<file path="src/rtl/wb_spi_ctrl_pkg.sv">
// Shared definitions for the Wishbone SPI controller: register map,
// CTRL/STATUS bit layout and master FSM states.
package wb_spi_ctrl_pkg;

  localparam logic [1:0] REG_CTRL   = 2'd0;
  localparam logic [1:0] REG_STATUS = 2'd1;
  localparam logic [1:0] REG_TXDATA = 2'd2;
  localparam logic [1:0] REG_RXDATA = 2'd3;

  localparam int unsigned CTRL_PRESC_LSB   = 0;
  localparam int unsigned CTRL_SIZE_LSB    = 4;
  localparam int unsigned CTRL_CPOL_BIT    = 6;
  localparam int unsigned CTRL_AUTO_CS_BIT = 7;

  localparam int unsigned ST_RDY_BIT      = 0;
  localparam int unsigned ST_EMPTY_BIT    = 1;
  localparam int unsigned ST_FULL_BIT     = 2;
  localparam int unsigned ST_RX_VALID_BIT = 3;
  localparam int unsigned ST_OVF_BIT      = 4;
  localparam int unsigned ST_LEVEL_LSB    = 5;

  localparam logic [7:0] CTRL_RST = 8'h81;

  typedef enum logic [2:0] {IDLE, WR, SETTLE, WAIT, RD} state_t;

endpackage

</file>
<file path="src/rtl/spi_tx_fifo.sv">
// Synchronous TX word FIFO; callers must not push when full or pop when empty.
module spi_tx_fifo #(
  parameter int unsigned DEPTH = 4,
  localparam int unsigned AW = $clog2(DEPTH),
  localparam int unsigned LW = AW + 1
) (
  input  logic          clk_i,
  input  logic          rst_i,
  input  logic          push,
  input  logic          pop,
  input  logic [31:0]   din,
  output logic [31:0]   head,
  output logic [LW-1:0] level,
  output logic          full,
  output logic          empty
);

  logic [31:0]   mem [DEPTH];
  logic [AW-1:0] rd_ptr;
  logic [AW-1:0] wr_ptr;

  always_ff @(posedge clk_i) begin
    if (push) mem[wr_ptr] <= din;
  end

  always_ff @(posedge clk_i) begin
    if (rst_i) begin
      rd_ptr <= '0;
      wr_ptr <= '0;
      level  <= '0;
    end else begin
      if (push) wr_ptr <= wr_ptr + 1'b1;
      if (pop)  rd_ptr <= rd_ptr + 1'b1;
      case ({push, pop})
        2'b10:   level <= level + 1'b1;
        2'b01:   level <= level - 1'b1;
        default: level <= level;
      endcase
    end
  end

  assign head  = mem[rd_ptr];
  assign full  = (level == LW'(DEPTH));
  assign empty = (level == '0);

endmodule

</file>
<file path="src/rtl/wb_spi_ctrl.sv">
// CPU-facing register block and TX queue that drives the wb_spi engine
// through a Wishbone master port and captures each RX word.
module wb_spi_ctrl
  import wb_spi_ctrl_pkg::*;
#(
  parameter int unsigned DEPTH = 4
) (
  input  logic        clk_i,
  input  logic        rst_i,
  input  logic        s_cyc_i,
  input  logic        s_stb_i,
  input  logic        s_we_i,
  input  logic [1:0]  s_adr_i,
  input  logic [31:0] s_dat_i,
  output logic [31:0] s_dat_o,
  output logic        s_ack_o,
  output logic        m_cyc_o,
  output logic        m_stb_o,
  output logic        m_we_o,
  output logic [31:0] m_dat_o,
  input  logic [31:0] m_dat_i,
  input  logic        m_ack_i,
  input  logic        spi_rdy_i,
  output logic [3:0]  presc_o,
  output logic [1:0]  size_o,
  output logic        cpol_o,
  output logic        auto_cs_o
);

  localparam int unsigned LW = $clog2(DEPTH) + 1;

  state_t        state, state_next;
  logic [7:0]    ctrl;
  logic [31:0]   rx_data;
  logic          rx_valid;
  logic          ovf;
  logic [31:0]   fifo_head;
  logic [LW-1:0] fifo_level;
  logic          fifo_full, fifo_empty;
  logic          push, pop;
  logic          access, ctrl_blocked, grant, wr_grant, rd_grant;
  logic [31:0]   status, rd_mux;

  spi_tx_fifo #(.DEPTH(DEPTH)) u_fifo (
    .clk_i (clk_i),
    .rst_i (rst_i),
    .push  (push),
    .pop   (pop),
    .din   (s_dat_i),
    .head  (fifo_head),
    .level (fifo_level),
    .full  (fifo_full),
    .empty (fifo_empty)
  );

  // A CTRL write stalls (no ack) until the engine is quiescent, so the
  // configuration outputs can never change under a queued or live transfer.
  assign access       = s_cyc_i & s_stb_i & ~s_ack_o;
  assign ctrl_blocked = s_we_i && (s_adr_i == REG_CTRL) && ((state != IDLE) || !fifo_empty);
  assign grant        = access & ~ctrl_blocked;
  assign wr_grant     = grant & s_we_i;
  assign rd_grant     = grant & ~s_we_i;
  assign push         = wr_grant && (s_adr_i == REG_TXDATA) && !fifo_full;

  always_comb begin
    status = '0;
    status[ST_RDY_BIT]             = spi_rdy_i;
    status[ST_EMPTY_BIT]           = fifo_empty;
    status[ST_FULL_BIT]            = fifo_full;
    status[ST_RX_VALID_BIT]        = rx_valid;
    status[ST_OVF_BIT]             = ovf;
    status[ST_LEVEL_LSB +: LW]     = fifo_level;
  end

  always_comb begin
    rd_mux = '0;
    case (s_adr_i)
      REG_CTRL:   rd_mux = {24'd0, ctrl};
      REG_STATUS: rd_mux = status;
      REG_RXDATA: rd_mux = rx_data;
      default:    rd_mux = '0;
    endcase
  end

  always_ff @(posedge clk_i) begin
    if (rst_i) begin
      ctrl     <= CTRL_RST;
      rx_data  <= '0;
      rx_valid <= 1'b0;
      ovf      <= 1'b0;
      s_ack_o  <= 1'b0;
      s_dat_o  <= '0;
    end else begin
      s_ack_o <= grant;
      s_dat_o <= rd_grant ? rd_mux : '0;
      if (wr_grant && (s_adr_i == REG_CTRL))   ctrl <= s_dat_i[7:0];
      if (wr_grant && (s_adr_i == REG_STATUS)) ovf  <= 1'b0;
      if (wr_grant && (s_adr_i == REG_TXDATA) && fifo_full) ovf <= 1'b1;
      if (rd_grant && (s_adr_i == REG_RXDATA)) rx_valid <= 1'b0;
      // Later assignment wins: a fresh RX word beats a same-cycle clear.
      if ((state == RD) && m_ack_i) begin
        rx_data  <= m_dat_i;
        rx_valid <= 1'b1;
      end
    end
  end

  always_ff @(posedge clk_i) begin
    if (rst_i) state <= IDLE;
    else       state <= state_next;
  end

  always_comb begin
    state_next = state;
    m_cyc_o    = 1'b0;
    m_stb_o    = 1'b0;
    m_we_o     = 1'b0;
    m_dat_o    = '0;
    pop        = 1'b0;
    case (state)
      IDLE: if (!fifo_empty && spi_rdy_i) state_next = WR;
      WR: begin
        m_cyc_o = 1'b1;
        m_stb_o = 1'b1;
        m_we_o  = 1'b1;
        m_dat_o = fifo_head;
        if (m_ack_i) begin
          pop        = 1'b1;
          state_next = SETTLE;
        end
      end
      SETTLE: state_next = WAIT;
      WAIT:   if (spi_rdy_i) state_next = RD;
      RD: begin
        m_cyc_o = 1'b1;
        m_stb_o = 1'b1;
        if (m_ack_i) state_next = IDLE;
      end
      default: state_next = IDLE;
    endcase
  end

  assign presc_o   = ctrl[CTRL_PRESC_LSB +: 4];
  assign size_o    = ctrl[CTRL_SIZE_LSB +: 2];
  assign cpol_o    = ctrl[CTRL_CPOL_BIT];
  assign auto_cs_o = ctrl[CTRL_AUTO_CS_BIT];

endmodule
</file>
<file path="config.mk">
export PLATFORM = sky130hd
export DESIGN_NAME = wb_spi_ctrl
export DESIGN_NICKNAME = d
export VERILOG_FILES = /design/src/rtl/wb_spi_ctrl_pkg.sv /design/src/rtl/spi_tx_fifo.sv /design/src/rtl/wb_spi_ctrl.sv
export SDC_FILE = /design/constraint.sdc
export NUM_CORES = 1
export LEC_CHECK = 0
export BUFFER_PORTS_ARGS = -buffer_cell sky130_fd_sc_hd__buf_2
export CORE_MARGIN = 5
export CORE_UTILIZATION = 40
export DETAILED_ROUTE_END_ITERATION = 8
export PLACE_DENSITY = 0.63
export REMOVE_ABC_BUFFERS = 1
export SLEW_MARGIN = 30
export SYNTH_ARGS = -nofsm -noshare
export SYNTH_HDL_FRONTEND = slang
export SYNTH_SLANG_ARGS = --single-unit
</file>
<file path="constraint.sdc">
create_clock -name clk_i -period 5.3 [get_ports clk_i]
set_input_delay 0.53 -clock clk_i [delete_from_list [all_inputs] [get_ports clk_i]]
set_output_delay 0.53 -clock clk_i [all_outputs]
set_load 0.02 [all_outputs]
</file>
==> results.cfg, run 1 <==
[drt]
routedWlPerCell_um = 17.0
ant_nets = 0
drt-initial-drc-count = 200
dr_total_vias = 4839
drt_first_pass_iters = 4
drc = 0
avgViaCountPerCell = 4.85
drt-total-wl_mm = 17.0

[pwr]
cellInternalPower_mw = 2.76
ir_worst_vdd_mv = 0.239
pwr-share-comb_pct = 3.5
power.density_mw_per_mm2 = 347
p_seq_share_pct = 51.8
power_switching_share_pct = 19.5
p_leak_nw = 3.62
p_sw_mw = 0.669
pwr-share-clk_pct = 44.7

[yosys]
synth-seq-cells = 215
syn_avg_cell_area_um2 = 14.4
synth-edff-count = 128
synth_top_area_share_pct = 47.0
yosys-top-cells-area = edfxtp_1, dfxtp_1, mux4_2
async_reset_ff_share_pct = 0
yosysWarnings = 0
yosysTopAreaCell = edfxtp_1
synth_top_family_by_area = simple AND/OR/NAND/NOR gates
seq_area_frac_synth_pct = 68.3
synth_compound_area_share_pct = 3.72
synth-simple-area-share_pct = 13.3
netlist_area_mm2 = 0.00818
synth_adder_area_share_pct = 1.01
yosysUniqueCellTypes = 46
synth.area.mux_share_pct = 10.8
netlist_instances = 569
ys.flop_type = edfxtp_1
synthXorXnorAreaFrac_pct = 0.428

[layout]
final_cell_mix = buf_2, edfxtp_1, dfxtp_1
drive_gt1_share_pct = 31.5
final_common_cell = buf_2
area_growth_pct = 20.8
finalNetCount = 792
n_antenna_cell = 0
instances_no_fill = 997

[min_path]
holdCritPathClass = primary input to register
holdCritStartpoint = s_dat_i[8]
holdPathStages = 1

[global_route]
grt_max_degree = 69
track_usage_pct = 14.2
grt_pass1_wl_mm = 27.3
antenna_found_initial = 1
grt_overflow = 0
grt_pass1_vias = 5119

[critical_path]
reg2reg_from = s_ack_o$_SDFF_PP0_
required_ns = 4.77
critPathSlowestCell = mux4_2
cp_cell_sequence = buf_4 > mux4_2 > and2_1 > buf_2
critPathKind = register to output port
crit_fanout = 32
cp.arrival_ns = 2.29
endpoint_kind = output port
crit_path_start_kind = register
max_stage_delay_ns = 0.62
r2r_cells = 3

[timing]
finalSetupViolations = 0
worst_slew_pin_slew_ns = 0.886
hold_violations = 0
timing.final.crit_share_pct = 53.2
rsz0062_at_grt = false
max_freq_mhz = 355
period_needed_ns = 2.82
holdWs_ns = 0.259
slew_headroom_pct = 40.9
fin_skew_ns = 0.0122
slew_viol_final = 0
final.setup.tns_ns = 0

[floorplanning]
ios = 149
start_util_pct = 40.6
die_width_um = 153
rows = 52
coreArea_mm2 = 0.0202
chipHeight_um = 153
die_area_mm2 = 0.0234

[clock_network]
cts.clk_slew.worst_paths_ns = 0.06
cts_num_sinks = 215
cts_buffers = 23
cts_resized = 0
clk_path_buf_depth = 3
cts_root_buffer = clkbuf_16
cts_setup_buffers = 0
clkLatencyLatePin_ns = 0.49
cts_tree = built
cts_max_level = 1
cts_hold_buffers = 0

[place]
io_buffer_count = 148
dp.cells = 958
hpwl_mm = 11.1
routabilityCongestion = 0.751

[status]
status = finished, final reports clean

[run]
max_cap_violations = 0
==> cells by family (layout without fill, tap and decap cells) <==
logic type,count (synthesis),count (layout)
flops,215,215
simple gates,197,197
compound gates,56,56
mux,48,48
buf+inv,43,201
fa+ha+maj,6,6
xor+xnor,4,4
==> sequential cells by signal, indices dropped and copies added, names as in the netlist, named ones only <==
register,cells
ctrl,8
s_dat_o,32
rx_valid,1
u_fifo.level,3
s_ack_o,1
ovf,1
u_fifo.mem,128
u_fifo.rd_ptr,2
rx_data,32
u_fifo.wr_ptr,2
state,3
==> critical path: cells and delay by family (launching register included) <==
family                 cells  cell delay (ns)
multiplexers               1             0.62
flip-flops                 1             0.31
buffers and inverters      2             0.67
AND/OR/NAND/NOR            1             0.19
==> synthesized netlist by cell type (3+ instances only) <==
cell type  instances
edfxtp_1         128
nor2_1            16
and2_1            61
mux4_2            32
a21oi_1           47
buf_1              4
buf_2              4
nand4b_1           3
buf_4              8
nand2b_1          15
ha_1               5
dfxtp_1           87
inv_1              7
clkbuf_1          19
or3_1              4
nand2_1           74
mux2i_1           15
or2_1              6
==> path summary, 6_finish.rpt <==
path              slack, ns                    endpoint
hold / removal         0.26  u_fifo.mem[3][8]$_DFFE_PP_
setup reg to reg       2.97  u_fifo.mem[0][5]$_DFFE_PP_
hold reg to reg        0.45      s_dat_o[14]$_SDFF_PP0_
setup / recovery       2.48                  m_dat_o[2]
==> final cells by class <==
type                            count  area [um^2]
Timing Repair Buffer              155          797
Sequential cell                   215         5590
Fill cell                        1789        10300
Multi-Input combinational cell    311         2420
Clock buffer                       29          598
Tap cell                          270          338
Clock inverter                     10          120
Inverter                            7         26.3
==> power groups by stage <==
stage	clock, mW	combinational (mW)	sequential [mW]
global placement	0	0.117	1.81
global route	1.66	0.132	1.78
floorplan	0	0.0460	1.82
CTS	1.57	0.121	1.78
finish	1.53	0.120	1.78
detailed placement	0	0.121	1.81
==> layer usage <==
metal	vias to the layer above	global-route usage (%)	wire length (um)	share of wire, %
met4	2	3.14	191	1.1
met3	18	4.72	1420	8.4
met1	2340	19.6	7700	45
met5	-	0	13	0.076
li1	2325	-	-	-
met2	154	22.2	7670	45
==> per-stage QoR <==
step / power [mW] / utilization, % / area, um^2 / worst slack [ns]
after floorplan: 1.86 / - / 8000 / 2.13
after global placement: 1.93 / 45.4 / 9160 / 2.70
after detailed placement: 1.94 / 45.5 / 9170 / 2.61
after CTS: 3.47 / 49.0 / 9890 / 2.41
after global routing: 3.57 / 49.0 / 9890 / 2.35
final: 3.43 / 49.0 / 9890 / 2.48
No activity file was read; power rests on OpenSTA's default activity.
==> run 2: changes to the inputs <==
--- a/config.mk
+++ b/config.mk
@@ -9,7 +9,7 @@
 export CORE_MARGIN = 5
 export CORE_UTILIZATION = 40
 export DETAILED_ROUTE_END_ITERATION = 8
-export PLACE_DENSITY = 0.63
+export PLACE_DENSITY = 0.65
 export REMOVE_ABC_BUFFERS = 1
 export SLEW_MARGIN = 30
 export SYNTH_ARGS = -nofsm -noshare
==> constraint.sdc (replaced) <==
create_clock -name clk_i -period 2.34 [get_ports clk_i]
set_input_delay 0.234 -clock clk_i [delete_from_list [all_inputs] [get_ports clk_i]]
set_output_delay 0.234 -clock clk_i [all_outputs]
set_load 0.02 [all_outputs]
==> results.cfg, run 2 (same netlist as run 1, synthesis figures left out) <==
[layout]
final_common_cell = buf_2
finalNetCount = 867
utilization_pct = 53.6
final_cell_mix = buf_2, edfxtp_1, dfxtp_1
n_fill_cell = 1701
multiInputGateArea_mm2 = 0.00242
seq_area_mm2 = 0.00559
largest_registers = u_fifo.mem (128), rx_data (32), s_dat_o (32)
instances_no_fill = 1075
area_growth_pct = 32.3
drive_gt1_share_pct = 30.8
largest_reg_flops = 128
fin_area_mm2 = 0.0108
regMostFlops = u_fifo.mem
n_antenna_cell = 0

[floorplanning]
coreArea_mm2 = 0.0202
ios = 149
chipHeight_um = 153
start_util_pct = 40.6
rows = 52
die_area_mm2 = 0.0234
die_width_um = 153

[clock_network]
cts.clk_slew.worst_paths_ns = 0.06
cts_root_buffer = clkbuf_16
cts_max_level = 1
clk_path_buf_depth = 3
cts_num_sinks = 215
cts_setup_buffers = 0
cts_buffers = 24
clkLatencyLatePin_ns = 0.51
cts_tree = built

[global_route]
antenna_found_initial = 0
use_met3_pct = 4.13
grt_max_degree = 42
grtUsageMet2_pct = 25.5
grt_overflow = 0
track_usage_pct = 15.3
met1_usage_pct = 20.4
grt_pass1_vias = 5648
busiest_layer = met2
grt_pass1_wl_mm = 29.5

[critical_path]
crit_family = buffers and inverters
required_ns = 2.11
cp.arrival_ns = 1.98
critPathKind = register to output port
crit_fanout = 32
critPathSlowestCell = buf_4
rrSetupSlack_ns = 0.17
crit_path_start_kind = register
reg2reg_from = u_fifo.level[2]$_SDFFE_PP0P_
endpoint_kind = output port
worstReg2RegEnd = u_fifo.level[2]$_SDFFE_PP0P_
cp_cell_sequence = buf_4 > mux4_2 > and2_1 > buf_2
cp_num_buf_inv = 2
max_stage_delay_ns = 0.41
r2r_cells = 9

[place]
dpl_cell_area_mm2 = 0.00929
routabilityCongestion = 0.785
hpwl_mm = 11.2
post-place-ws_ns = 0.153
io_buffer_count = 148
dp.cells = 967

[timing]
hold_violations = 0
holdWs_ns = 0.0707
finalSetupViolations = 0
setup_slack_ns = 0.124
timing.final.crit_share_pct = 94.7
slew_viol_final = 0
max_freq_mhz = 451
rsz0062_at_grt = false
fin_skew_ns = 0.0245
period_needed_ns = 2.22
worst_slew_pin_slew_ns = 0.494
slew_headroom_pct = 67.1

[min_path]
holdCritStartpoint = spi_rdy_i
holdPathEnd = state[2]$_SDFFE_PP0P_
holdPathStages = 3
holdCritPathClass = primary input to register

[drt]
ant_nets = 0
drt_first_pass_iters = 6
drc = 0
dr_total_vias = 5220
drt-total-wl_mm = 18.1
avgViaCountPerCell = 4.86
drt-initial-drc-count = 239
routedWlPerCell_um = 16.9

[status]
status = finished, final reports clean

[pwr]
pwr-share-comb_pct = 4.4
p_seq_share_pct = 48.2
pwr-share-clk_pct = 47.4
p_leak_nw = 4.03
p_sw_mw = 1.65
ir_worst_vdd_mv = 0.560
cellInternalPower_mw = 6.71
power.density_mw_per_mm2 = 772
power_switching_share_pct = 19.7

[run]
max_cap_violations = 0
## run 2: cell count changes in the layout (fill, tap and decap cells not counted), sizes merged
| cell | previous run | this run |
|---|---|---|
| buf | 155 | 164 |
| bufinv | 3 | 5 |
| clkbuf | 29 | 28 |
| clkinv | 6 | 9 |
| dlygate4sd3 | 0 | 64 |
| inv | 7 | 8 |
## run 2: layer usage
metal | wire, um | up-vias
met5 | 0 | -
met4 | 304 | 0
met3 | 1350 | 31
met2 | 8570 | 179
met1 | 7890 | 2531
li1 | - | 2479
## run 2: power by group through the flow
stage          clock network, mW  registers (mW)  logic [mW]
2_1_floorplan                  0            4.12       0.104
3_3_place_gp                   0            4.10       0.270
3_5_place_dp                   0            4.11       0.279
4_1_cts                     4.05            4.02       0.366
5_1_grt                     4.25            4.02       0.401
6_report                    3.96            4.03       0.368
## run 2: worst max path at each step
stage          slack (ns)  cells after the start                            to
4_1_cts              0.04                      4                    m_dat_o[2]
5_1_grt             0.004                      4                    m_dat_o[2]
3_5_place_dp         0.15                      9  u_fifo.level[2]$_SDFFE_PP0P_
2_1_floorplan       -0.83                      3       rx_data[0]$_SDFFE_PP0P_
3_3_place_gp         0.28                      9  u_fifo.level[2]$_SDFFE_PP0P_
6_report             0.12                      4                    m_dat_o[2]
## run 2: layout make-up
class                      instances  area share (%)
sequential                       215            51.6
multi-input combinational        311            22.4
timing repair buffer             229            14.7
clock buffer                      27            5.85
tap                              270            3.12
clock inverter                    16            2.01
inverter                           7           0.243
## run 2: what timing repair did
item                                    CTS  global route
endpoints found under the hold margin   160             0
gates resized for setup                   0             2
hold buffers                             64             0
endpoints found under the setup margin    0             4
## run 2: worst reg2reg max path: cells and delay by family, from the launching register on
family	cells	cell delay [ns]
xor gates and xnor gates	1	0.17
AOI/OAI and AO/OA	1	0.14
buffers and inverters	2	0.13
and+or+nand+nor	3	0.68
adders and majority gates	2	0.56
DFF	1	0.41
## run 2: through the flow
step,setup TNS (ns),power (mW)
3_5_place_dp,0,4.38
6_report,0,8.36
5_1_grt,0,8.67
2_1_floorplan,-33.18,4.22
4_1_cts,0,8.44
3_3_place_gp,0,4.37
